$ cat config.mk
export PLATFORM = sky130hd
export DESIGN_NAME = spi_master
export DESIGN_NICKNAME = d
export VERILOG_FILES = /design/src/rtl/spi_master.sv
export SDC_FILE = /design/constraint.sdc
export NUM_CORES = 1
export LEC_CHECK = 0
export CAP_MARGIN = 10
export CORE_MARGIN = 8
export CORE_UTILIZATION = 45
export DETAILED_ROUTE_END_ITERATION = 16
export GPL_TIMING_DRIVEN = 0
export HOLD_SLACK_MARGIN = 0.05
export PLACE_DENSITY = 0.74
export SYNTH_ARGS = -nofsm -noshare
export SYNTH_HDL_FRONTEND = slang
export SYNTH_SLANG_ARGS = --single-unit
$ cat constraint.sdc
create_clock -name clk -period 1.5 [get_ports clk]
set_input_delay 0.375 -clock clk [delete_from_list [all_inputs] [get_ports clk]]
set_output_delay 0.375 -clock clk [all_outputs]
set_load 0.03 [all_outputs]
$ cat src/rtl/spi_master.sv
// SPI mode-0 initiator that sends one 16-bit frame {addr[6:0], rw, data[7:0]} MSB first.
// The host side uses a start/busy/done handshake, and read data is returned on rdata at done.
module spi_master #(
    parameter int CLK_DIV = 16,
    parameter int CNT_W   = 5
) (
    input  logic       clk,
    input  logic       rst_n,
    input  logic       start,
    input  logic       rw,
    input  logic [6:0] addr,
    input  logic [7:0] wdata,
    output logic       busy,
    output logic       done,
    output logic [7:0] rdata,
    output logic       cs,
    output logic       sclk,
    output logic       mosi,
    input  logic       miso
);

    typedef enum logic [2:0] {IDLE, SETUP, SHIFT, HOLD, GAP} state_t;

    localparam logic [CNT_W-1:0] HALF_LAST = CNT_W'(CLK_DIV - 1);
    localparam logic [4:0]       LAST_BIT  = 5'd16;

    state_t           state;
    logic [CNT_W-1:0] cnt;
    logic [4:0]       bit_cnt;
    logic [14:0]      shreg;
    logic [7:0]       rsh;
    logic             rw_q;
    logic             half_end;
    logic [15:0]      frame;

    always_comb begin
        frame    = {addr, rw, rw ? 8'h00 : wdata};
        half_end = (cnt == HALF_LAST);
    end

    // NOTE: sequential state uses <= only, so every register sees its peers' pre-edge values.
    always_ff @(posedge clk or negedge rst_n) begin
        if (!rst_n) begin
            state   <= IDLE;
            cnt     <= '0;
            bit_cnt <= '0;
            shreg   <= '0;
            rsh     <= '0;
            rw_q    <= 1'b0;
            busy    <= 1'b0;
            done    <= 1'b0;
            rdata   <= '0;
            cs      <= 1'b1;
            sclk    <= 1'b0;
            mosi    <= 1'b0;
        end else begin
            done <= 1'b0;
            case (state)
                IDLE: begin
                    cnt     <= '0;
                    bit_cnt <= '0;
                    if (start) begin
                        state <= SETUP;
                        busy  <= 1'b1;
                        cs    <= 1'b0;
                        rw_q  <= rw;
                        shreg <= frame[14:0];
                        mosi  <= frame[15];
                    end
                end
                SETUP: begin
                    if (half_end) begin
                        state <= SHIFT;
                        sclk  <= 1'b1;
                        cnt   <= '0;
                    end else begin
                        cnt <= cnt + 1'b1;
                    end
                end
                SHIFT: begin
                    if (half_end) begin
                        cnt <= '0;
                        if (sclk) begin
                            // The falling edge samples miso and presents the next bit.
                            sclk    <= 1'b0;
                            rsh     <= {rsh[6:0], miso};
                            shreg   <= {shreg[13:0], 1'b0};
                            mosi    <= shreg[14];
                            bit_cnt <= bit_cnt + 5'd1;
                        end else if (bit_cnt == LAST_BIT) begin
                            state <= HOLD;
                            mosi  <= 1'b0;
                        end else begin
                            sclk <= 1'b1;
                        end
                    end else begin
                        cnt <= cnt + 1'b1;
                    end
                end
                HOLD: begin
                    if (half_end) begin
                        state <= GAP;
                        cnt   <= '0;
                        cs    <= 1'b1;
                        done  <= 1'b1;
                        if (rw_q) begin
                            rdata <= rsh;
                        end
                    end else begin
                        cnt <= cnt + 1'b1;
                    end
                end
                GAP: begin
                    if (half_end) begin
                        state <= IDLE;
                        cnt   <= '0;
                        busy  <= 1'b0;
                    end else begin
                        cnt <= cnt + 1'b1;
                    end
                end
                default: begin
                    state <= IDLE;
                    cnt   <= '0;
                end
            endcase
        end
    end

endmodule
==> results of run 1 <==
==> cell usage after synthesis, types with 3 or more instances <==
master	n
a21oi_1	11
buf_2	5
dfrtp_1	49
ha_1	3
inv_1	7
mux2_2	17
mux2i_1	8
nand2_1	23
nand3_1	6
nor2_1	8
nor3b_1	7
o21ai_0	19
xor2_1	3
==> cell type report <==
cell class                      instances  area, um2  area share, %
Sequential cell                        50       1255          38.01
Inverter                                8      30.03         0.9094
Clock buffer                            6      72.57          2.198
Clock inverter                          2      38.79          1.175
Timing Repair Buffer                   57      550.5          16.67
Multi-Input combinational cell        134       1174          35.54
Tap cell                               70      87.58          2.653
Buffer                                  9      93.84          2.842
==> power breakdown <==
| part | total, uW | internal [uW] | switching (uW) |
|---|---|---|---|
| registers | 1350 | 1350 | 2.01 |
| logic | 94.0 | 53.9 | 40.1 |
| clock network | 948 | 501 | 447 |
| total | 2390 | 1900 | 490 |
==> layout by cell type, fill, tap and decap left out, types with 2 or more instances in the layout <==
cell	instances
dfrtp_1	47
clkdlybuf4s50_1	17
buf_4	16
nand2_2	15
buf_6	12
dlygate4sd2_1	11
a21oi_1	10
o21ai_1	9
mux2_2	9
mux2_4	9
nor2_1	8
o21ai_2	8
mux2i_1	8
nor3b_1	7
inv_1	6
nand2_1	6
clkbuf_8	5
nand3_1	4
nand2_4	4
xor2_1	3
nor3_1	2
xnor2_1	2
inv_2	2
nand4b_1	2
clkbuf_1	2
o21ai_0	2
nand3_2	2
a22o_1	2
ha_4	2
buf_2	2
buf_12	2
dfrtp_2	2
==> stage by stage <==
step	utilization [%]	area, um2
detailed placement	54.45	2710
global placement	54.15	2695
floorplan	-	2297
global route	66.34	3302
CTS	61.74	3073
finish	66.34	3302
==> sequential cells by signal, summed over array words and instances, names as in the netlist <==
signal and flops:
bit_cnt 5, busy 1, cnt 5, cs 1, done 1, mosi 1
rdata 8, rsh 8, rw_q 1, sclk 1, shreg 15, state 3
==> worst paths after layout <==
check,cells after the start,startpoint,slack (ps),to
hold / removal,1,rdata[0],500,rdata[0]
setup reg to reg,5,cnt[1],-120,rdata[7]
max in group asynchronous,3,rst_n,400,cs
min in group asynchronous,2,rst_n,520,shreg[13]
setup / recovery,5,cnt[1],-120,rdata[7]
hold reg to reg,1,rdata[0],500,rdata[0]
==> cell families after synthesis <==
group / after synthesis
AOI/OAI and AO/OA: 40
buffers and inverters: 17
xor gates and xnor gates: 5
muxes: 26
adders and majority gates: 3
and+or+nand+nor: 60
DFF: 50
==> critical path: stages, from the launching register on <==
cell and delay (ps):
dfrtp_1 400, ha_4 160, nand4b_1 170, nor4_4 310, nand2_4 160, mux2_4 320
==> layer usage <==
metal	up-vias	global-route usage, %
met2	34	22.55
li1	836	-
met1	904	18.25
met3	7	3.491
met5	-	0
met4	0	5.164
==> what timing repair did <==
item,CTS,global route
setup buffers,17,3
gates cloned,3,1
endpoints found under the setup margin,42,43
pin swaps,9,25
endpoints found under the hold margin,15,0
gates resized for setup,49,64
hold buffers,1,0
==> out/results.tsv, run 1 <==
stage	metric	value	unit
sta	clock skew	11.30	ps
synth	Synth top area share	53.94	%
critical_path	Worst Path Max Fanout	8	
synth	Avg Inst Size Synth	11.31	um2
sta	Setup TNS	-1382	ps
clocking	Root Buffer	clkbuf_8	
clocking	CTS tree	yes	
synth	synth warn	0	
final_layout	Nets	288	
synth	Post-Syn Nets	224	
synth	Post-Syn Area	2273	um2
die	core area	4977	um2
power	pwr/cell area	725.0	nW/um2
global_route	vias in the first global route	1749	
routing	WL met2	2.709	mm
sta	Setup violations, final	31	
global_route	Total GRT Usage	14.21	%
hold_path	Hold Path Class	reg2reg	
die	Boundary Pins	33	
run_status	failing checks	negative setup slack	
synth	mux share of post-synthesis cell area	12.44	%
global_route	first-pass GRT wire length	8.466	mm
sta	worst rel slew slack	67.66	%
critical_path	worst endpoint required time	1700	ps
final_layout	layout cell share with drive strength beyond 1	42.11	%
place	Place WS	-401.6	ps
sta	Hold Vio Cnt, Final	0	
die	Initial Util	45.68	%
clocking	Clock Tree Buf Depth	2	
critical_path	CP Class	reg2reg	
die	placement row count	26	
global_route	global route overflow	0	
sta	Slew @ Worst Pin	485.0	ps
synth	dominant cell type by area after synthesis	dfrtp_1	
routing	average vias per placed instance	5.301	
critical_path	nature of the critical path endpoint	flip-flop	
die	Die ar.	7582	um2
run_status	run status	complete, but fails checks	
die	Die W	87.08	um
global_route	largest net degree at the start of global routing	36	
place	PortBufs	31	
clocking	Worst-path clk slew	90	ps
routing	First-pass DRT Iterations	4	
synth	post-synthesis simple-gate area fraction	15.47	%
clocking	TritonCTS Buffers	5	
sta	Pins Over Slew Limit	0	
synth	post-synthesis xor/xnor area fraction	1.926	%
synth	post-synth cell types	42	
routing	routed len/inst	15.93	um
place	post-detail-place hpwl	3.146	mm
routing	Antenna Nets Post-Route	0	
routing	highest routed layer	met4	
routing	detailed-route DRC error count	0	
routing	Final Routed Wirelength	5.352	mm
global_route	initial antenna violation count	0	
final_layout	Inserted Diodes	0	
synth	Synth Area in Compound Gates	10.02	%
synth	register area share after synthesis	55.09	%
power	Pleak	0.001614	uW
routing	Iter 0 DRT Violations	115	
sta	fmax	0.6178	GHz
routing	Routed met3 length	185	um
synth	Post-synth EDFFs	0	
final_layout	fillers	359	
synth	top cells by area, synth	dfrtp_1 54%, mux2_2 8.4%, o21ai_0 4.2%	
critical_path	CP Launch Type	flip-flop	
routing	Met1 Routed Length	2.382	mm
final_layout	count of non-filler cells in the finished layout	336	
place	GPL Wtd Cong	0.7563	
die	Die H	87.08	um
sta	Hold WS	502.9	ps
routing	via count	1781	
clocking	# clock sinks	50	
flow_run	MaxCap Viol Count	0	
synth	Async SR Flop Fraction	100.0	%
synth	largest family of logic cells by synthesized area	simple AND/OR/NAND/NOR gates	
sta	RSZ-0062 raised after global routing	yes	
place	dpl cells	303	
clocking	Clk Latency, worst-skew pair	310	ps
sta	final worst slack	-118.6	ps
sta	Final period util	107.9	%
clocking	CTS HTree Levels	2	
final_layout	Layout area overhead	45.24	%
power	Power, Total	2394	uW
synth	Synth Area in Adders	1.651	%
synth	Cells after Synth	201	
sta	post-layout minimum cycle time	1619	ps
critical_path	Arr. time, crit path	1820	ps
synth	top_reg_cell synth	dfrtp_1	
power	Peak supply drop	0.0005122	V
synth	post-synthesis register bit count	50	
(Power assumes the default switching activity.)
==> inputs of run 2 (changes only) <==
Settings changed: CAP_MARGIN 10 to 20, CORE_UTILIZATION 45 to 48, PLACE_DENSITY 0.74 to 0.78.
==> out/results.tsv, run 2 (synthesis results as in run 1) <==
stage	metric	value	unit	change
run_status	run status	complete, but fails checks		
run_status	failing checks	negative setup slack		
power	Peak supply drop	0.0005507	V	+7.5%
final_layout	layout cell share with drive strength beyond 1	31.18	%	-11 points
critical_path	r2r endpoint	rdata[7]		
critical_path	worst endpoint required time	1700	ps	about the same
final_layout	Multi-input gate area	1037	um2	-12%
critical_path	Worst Path Max Fanout	8		unchanged
final_layout	final instance area	3077	um2	-6.8%
routing	Iter 0 DRT Violations	101		-12%
critical_path	Worst path slowest cell	dfrtp_1		
sta	RSZ-0062 raised after global routing	yes		
critical_path	CP bufs+invs	0		unchanged
sta	fmax	0.6083	GHz	-1.5%
place	post-detail-place hpwl	3.139	mm	-0.23%
critical_path	CP top delay family	simple AND/OR/NAND/NOR gates		
hold_path	Hold Path Class	reg2reg		
power	Power, Total	2258	uW	-5.7%
final_layout	Register Area	1255	um2	unchanged
die	Boundary Pins	33		unchanged
global_route	vias in the first global route	1829		+4.6%
final_layout	Top reg by flops	shreg		
clocking	Clock Tree Buf Depth	2		unchanged
sta	Final period util	109.6	%	+1.7 points
final_layout	Layout area overhead	35.33	%	
global_route	Total GRT Usage	15.16	%	+0.95 points
sta	post-layout minimum cycle time	1644	ps	+25.28 ps
global_route	initial antenna violation count	0		unchanged
final_layout	Largest register FFs	15		unchanged
place	placed cell area	2690	um2	-0.74%
sta	worst rel slew slack	66.92	%	-0.75 points
final_layout	most common cell after layout, fill and taps aside	dfrtp_1		
sta	Hold Vio Cnt, Final	0		unchanged
die	Die H	84.82	um	-2.6%
hold_path	hold path startpoint	shreg[4]		
global_route	largest net degree at the start of global routing	32		-11%
power	pwr/cell area	733.9	nW/um2	+1.2%
hold_path	Min-Delay Endpoint	shreg[4]		
sta	Hold WS	492.2	ps	-10.67 ps
critical_path	CP Launch Type	flip-flop		
final_layout	fillers	361		+0.56%
global_route	global route overflow	0		unchanged
die	Die ar.	7194	um2	-5.1%
final_layout	Inserted Diodes	0		unchanged
critical_path	nature of the critical path endpoint	flip-flop		
sta	final worst slack	-143.8	ps	-25.28 ps
place	PortBufs	31		unchanged
final_layout	Nets	285		-1.0%
sta	Slew @ Worst Pin	496.2	ps	+11.18 ps
critical_path	max incr delay on CP	400	ps	about the same
sta	clock skew	8.675	ps	-2.622 ps
power	Pleak	0.001525	uW	-5.5%
clocking	CTS tree	yes		
critical_path	register-to-register setup slack	-140	ps	-30 ps
clocking	CTS HTree Levels	2		unchanged
final_layout	commonest non-fill, non-tap cells in the layout	47 x dfrtp_1, 22 x nand2_1, 17 x clkdlybuf4s50_1, 16 x mux2_2, 15 x buf_4		
global_route	first-pass GRT wire length	8.804	mm	+4.0%
final_layout	Top Registers	shreg x15, rdata x8, rsh x8		
die	Die W	84.82	um	-2.6%
clocking	Worst-path clk slew	90	ps	about the same
routing	Final Routed Wirelength	5.140	mm	-4.0%
sta	Setup violations, final	37		+19%
critical_path	R2R Path Start	cnt[0]		
routing	routed len/inst	16.21	um	+1.8%
die	core area	4661	um2	-6.4%
clocking	Clk Latency, worst-skew pair	310	ps	about the same
routing	average vias per placed instance	5.464		+3.1%
flow_run	MaxCap Viol Count	0		unchanged
routing	Antenna Nets Post-Route	0		unchanged
clocking	# clock sinks	50		unchanged
sta	Pins Over Slew Limit	0		unchanged
die	placement row count	25		-3.8%
critical_path	worst path cell trace	ha_4 > nand4b_1 > nor4_4 > nand2_4 > mux2_4		
routing	First-pass DRT Iterations	4		unchanged
place	GPL Wtd Cong	0.7740		+2.3%
clocking	TritonCTS Buffers	5		unchanged
die	Initial Util	48.78	%	+3.1 points
routing	via count	1732		-2.8%
routing	detailed-route DRC error count	0		unchanged
critical_path	Arr. time, crit path	1840	ps	+20 ps
critical_path	worst r2r path cells	5		unchanged
clocking	Root Buffer	clkbuf_8		
critical_path	CP Class	reg2reg		
hold_path	Hold Path Depth	2		+1
## run 2: changes by cell type in the layout (fill, tap and decap cells not counted), moves of 5 or more
cell / previous run / this run
mux2_2: 9 / 16
mux2_4: 9 / 2
nand2_1: 6 / 22
nand2_2: 15 / 1
o21ai_1: 9 / 14
o21ai_2: 8 / 2
## run 2: metal layers
layer  vias to the layer above  global-route usage, %  wire [um]
met3                        11                  4.054        235
met2                        49                  24.41       2483
met5                         -                      0          0
li1                        831                      -          -
met4                         0                  5.663         85
met1                       841                  19.00       2337
## run 2: final cells by class
type / count / share of cell area, %
flip-flops and latches: 50 / 40.79
inverters: 8 / 0.9760
clock buffers: 7 / 2.806
well taps: 54 / 2.196
clock inverters: 1 / 0.1627
repair buffers: 54 / 16.51
plain buffers: 9 / 2.847
multi-input cells: 134 / 33.71
## run 2: timing repair
action,in CTS,in global routing
gates cloned,4,0
gates resized for setup,64,6
setup endpoints to repair,50,48
hold buffers,1,0
hold endpoints to repair,19,0
pin swaps,13,5
buffers inserted,12,5
## run 2: how the worst max path moves through the flow
stage                start        to  cells after the start
floorplan           cnt[0]  rdata[7]                      5
global placement     rst_n      sclk                      1
detailed placement  cnt[0]  rdata[7]                      5
CTS                 cnt[0]  rdata[7]                      5
global route        cnt[0]  rdata[7]                      5
finish              cnt[0]  rdata[7]                      5
## run 2: through the flow
stage | utilization, % | instances | TNS, ps | setup slack [ps]
6_report | 66.01 | 317 | -1916 | -143.8
5_1_grt | 66.01 | 317 | -5008 | -239.2
4_1_cts | 64.86 | 312 | -2180 | -210.0
3_5_place_dp | 57.72 | 287 | -6106 | -410.2
3_3_place_gp | 57.40 | 286 | -73830 | -1565
2_1_floorplan | - | 201 | -588.5 | -107.3
## run 2: worst register-to-register path, delay by kind of cell (launching register included)
family                     cells  cell delay (ps)
DFF                            1              400
muxes                          1              320
and+or+nand+nor                3              650
adders and majority gates      1              170
## run 2: power by group
| group | internal [uW] | switching (uW) |
|---|---|---|
| registers | 1350 | 1.71 |
| clock network | 373 | 442 |
| logic | 52.1 | 39.7 |
==> inputs of run 3 (changes only) <==
Settings changed: SKIP_LAST_GASP set to 1.
==> out/results.tsv, run 3 (synthesis results as in run 1) <==
stage	metric	value	unit	change
sta	RSZ-0062 raised after global routing	yes		
place	PortBufs	31		unchanged
global_route	Total GRT Usage	15.45	%	+0.29 points
die	Initial Util	48.78	%	unchanged
global_route	initial antenna violation count	0		unchanged
hold_path	hold path startpoint	shreg[4]		
flow_run	MaxCap Viol Count	0		unchanged
final_layout	Layout area overhead	35.99	%	
power	Clock power frac	35.9	%	-0.2 points
power	pwr/cell area	728.0	nW/um2	-0.81%
die	Die W	84.82	um	unchanged
critical_path	worst path cell trace	ha_4 > nand4b_1 > nor4_4 > nand2_4 > mux2_4		
clocking	Worst-path clk slew	90	ps	about the same
clocking	# clock sinks	50		unchanged
power	switching power	476.6	uW	-1.5%
power	Pleak	0.001540	uW	+0.96%
sta	final worst slack	-146.5	ps	-2.698 ps
final_layout	Largest register FFs	15		unchanged
final_layout	Util after Layout	66.34	%	+0.32 points
power	Sw Ratio	21.17	%	-0.24 points
critical_path	Worst Path Max Fanout	8		unchanged
power	Comb pwr share	4.1	%	about the same
power	Internal	1774	uW	about the same
final_layout	layout cell share with drive strength beyond 1	31.95	%	+0.78 points
global_route	vias in the first global route	1833		+0.22%
sta	clock skew	8.052	ps	-0.6239 ps
die	Die H	84.82	um	unchanged
die	Die ar.	7194	um2	unchanged
routing	routed len/inst	16.65	um	+2.7%
routing	First-pass DRT Iterations	4		unchanged
die	Boundary Pins	33		unchanged
clocking	Root Buffer	clkbuf_8		
critical_path	r2r endpoint	rdata[7]		
critical_path	Worst path slowest cell	dfrtp_1		
clocking	CTS tree	yes		
hold_path	Min-Delay Endpoint	shreg[4]		
final_layout	fillers	356		-1.4%
global_route	largest net degree at the start of global routing	32		unchanged
routing	Final Routed Wirelength	5.328	mm	+3.7%
final_layout	Nets	288		+1.1%
routing	Iter 0 DRT Violations	96		-5.0%
run_status	failing checks	negative setup slack		
clocking	Clock Tree Buf Depth	2		unchanged
final_layout	commonest non-fill, non-tap cells in the layout	47 x dfrtp_1, 22 x nand2_1, 19 x buf_4, 17 x mux2_2, 17 x clkdlybuf4s50_1		
sta	Final period util	109.8	%	+0.18 points
power	Power, Total	2251	uW	-0.32%
clocking	CTS HTree Levels	2		unchanged
clocking	Clk Latency, worst-skew pair	300	ps	about the same
critical_path	CP Launch Type	flip-flop		
sta	Pins Over Slew Limit	0		unchanged
place	post-detail-place hpwl	3.139	mm	unchanged
critical_path	register-to-register setup slack	-150	ps	about the same
power	Flop pwr share	60.0	%	+0.2 points
global_route	global route overflow	0		unchanged
critical_path	worst r2r path cells	5		unchanged
critical_path	R2R Path Start	cnt[0]		
hold_path	Hold Path Depth	2		unchanged
clocking	TritonCTS Buffers	5		unchanged
final_layout	Top Registers	shreg x15, rdata x8, rsh x8		
sta	fmax	0.6073	GHz	-0.16%
sta	worst rel slew slack	66.45	%	-0.47 points
sta	Hold Vio Cnt, Final	0		unchanged
final_layout	Inserted Diodes	0		unchanged
critical_path	Arr. time, crit path	1850	ps	about the same
critical_path	CP Class	reg2reg		
run_status	run status	complete, but fails checks		
sta	Slew @ Worst Pin	503.3	ps	+7.037 ps
global_route	first-pass GRT wire length	8.914	mm	+1.2%
routing	Antenna Nets Post-Route	0		unchanged
place	Place WS	-410.2	ps	unchanged
power	Peak supply drop	0.0005660	V	+2.8%
final_layout	most common cell after layout, fill and taps aside	dfrtp_1		
sta	Setup violations, final	36		-2.7%
place	GPL Wtd Cong	0.7740		unchanged
sta	post-layout minimum cycle time	1647	ps	+2.698 ps
critical_path	worst endpoint required time	1700	ps	about the same
routing	detailed-route DRC error count	0		unchanged
routing	average vias per placed instance	5.541		+1.4%
routing	via count	1773		+2.4%
hold_path	Hold Path Class	reg2reg		
critical_path	nature of the critical path endpoint	flip-flop		
critical_path	max incr delay on CP	400	ps	about the same
die	core area	4661	um2	unchanged
die	placement row count	25		unchanged
final_layout	Top reg by flops	shreg		
==> run 3: cell count changes in the layout (fill, tap and decap cells not counted) <==
cell / before / now
o21ai_1: 14 / 4
buf_6: 12 / 11
buf_2: 2 / 3
clkbuf_2: 1 / 0
o21ai_0: 4 / 14
buf_4: 15 / 19
mux2_2: 16 / 17
mux2_4: 2 / 1
==> run 3: power by group through the flow <==
stage | clock network (uW) | logic (uW) | registers (uW)
after floorplan | 0 | 9.84 | 1380
after global placement | 0 | 85.4 | 1380
after detailed placement | 0 | 91.3 | 1380
after CTS | 825 | 94.6 | 1350
after global routing | 881 | 102 | 1350
final | 808 | 92.1 | 1350
==> run 3: worst max path at each step <==
stage,start,slack [ps],cells past startpoint,endpoint
detailed placement,cnt[0],-410,5,rdata[7]
global placement,rst_n,-1570,1,sclk
CTS,cnt[0],-210,5,rdata[7]
finish,cnt[0],-150,5,rdata[7]
global route,cnt[0],-240,5,rdata[7]
floorplan,cnt[0],-110,5,rdata[7]
==> run 3: timing repair <==
item / CTS / global route
buffers inserted: 12 / 8
cloned: 4 / 0
endpoints found under the setup margin: 50 / 49
hold buffers: 1 / 0
hold endpoints to repair: 19 / 0
resized for setup: 51 / 8
pin swaps: 10 / 5
==> run 3: critical path: cells and delay by family, from the launching register on <==
| kind | cells | cell delay [ps] |
|---|---|---|
| simple gates | 3 | 660 |
| flops | 1 | 400 |
| mux | 1 | 320 |
| fa+ha+maj | 1 | 170 |
==> run 3: through the flow <==
stage | setup TNS (ps) | hold slack (ps) | std cells | area [um2]
2_1_floorplan | -588.5 | 79.41 | 201 | 2297
3_3_place_gp | -73830 | 460.4 | 286 | 2675
3_5_place_dp | -6106 | 367.8 | 287 | 2690
4_1_cts | -2454 | 489.6 | 312 | 3015
5_1_grt | -5238 | 508.9 | 320 | 3092
6_report | -2100 | 489.6 | 320 | 3092
==> run 3: layout make-up <==
class / instances / area (um2) / share of cell area, %
clock buffers: 7 / 86.33 / 2.792
multi-input cells: 134 / 1033 / 33.43
inverters: 8 / 30.03 / 0.9713
flip-flops and latches: 50 / 1255 / 40.59
plain buffers: 9 / 87.58 / 2.833
repair buffers: 57 / 526.8 / 17.04
clock inverters: 1 / 5.005 / 0.1619
well taps: 54 / 67.56 / 2.185
==> run 3: metal layers <==
layer / up-vias / global-route usage, % / share of wire [%]
met5: - / 0 / 0
met4: 0 / 5.340 / 1.2
met3: 9 / 4.054 / 3.8
met2: 44 / 25.48 / 50
met1: 885 / 19.06 / 45
li1: 835 / - / -
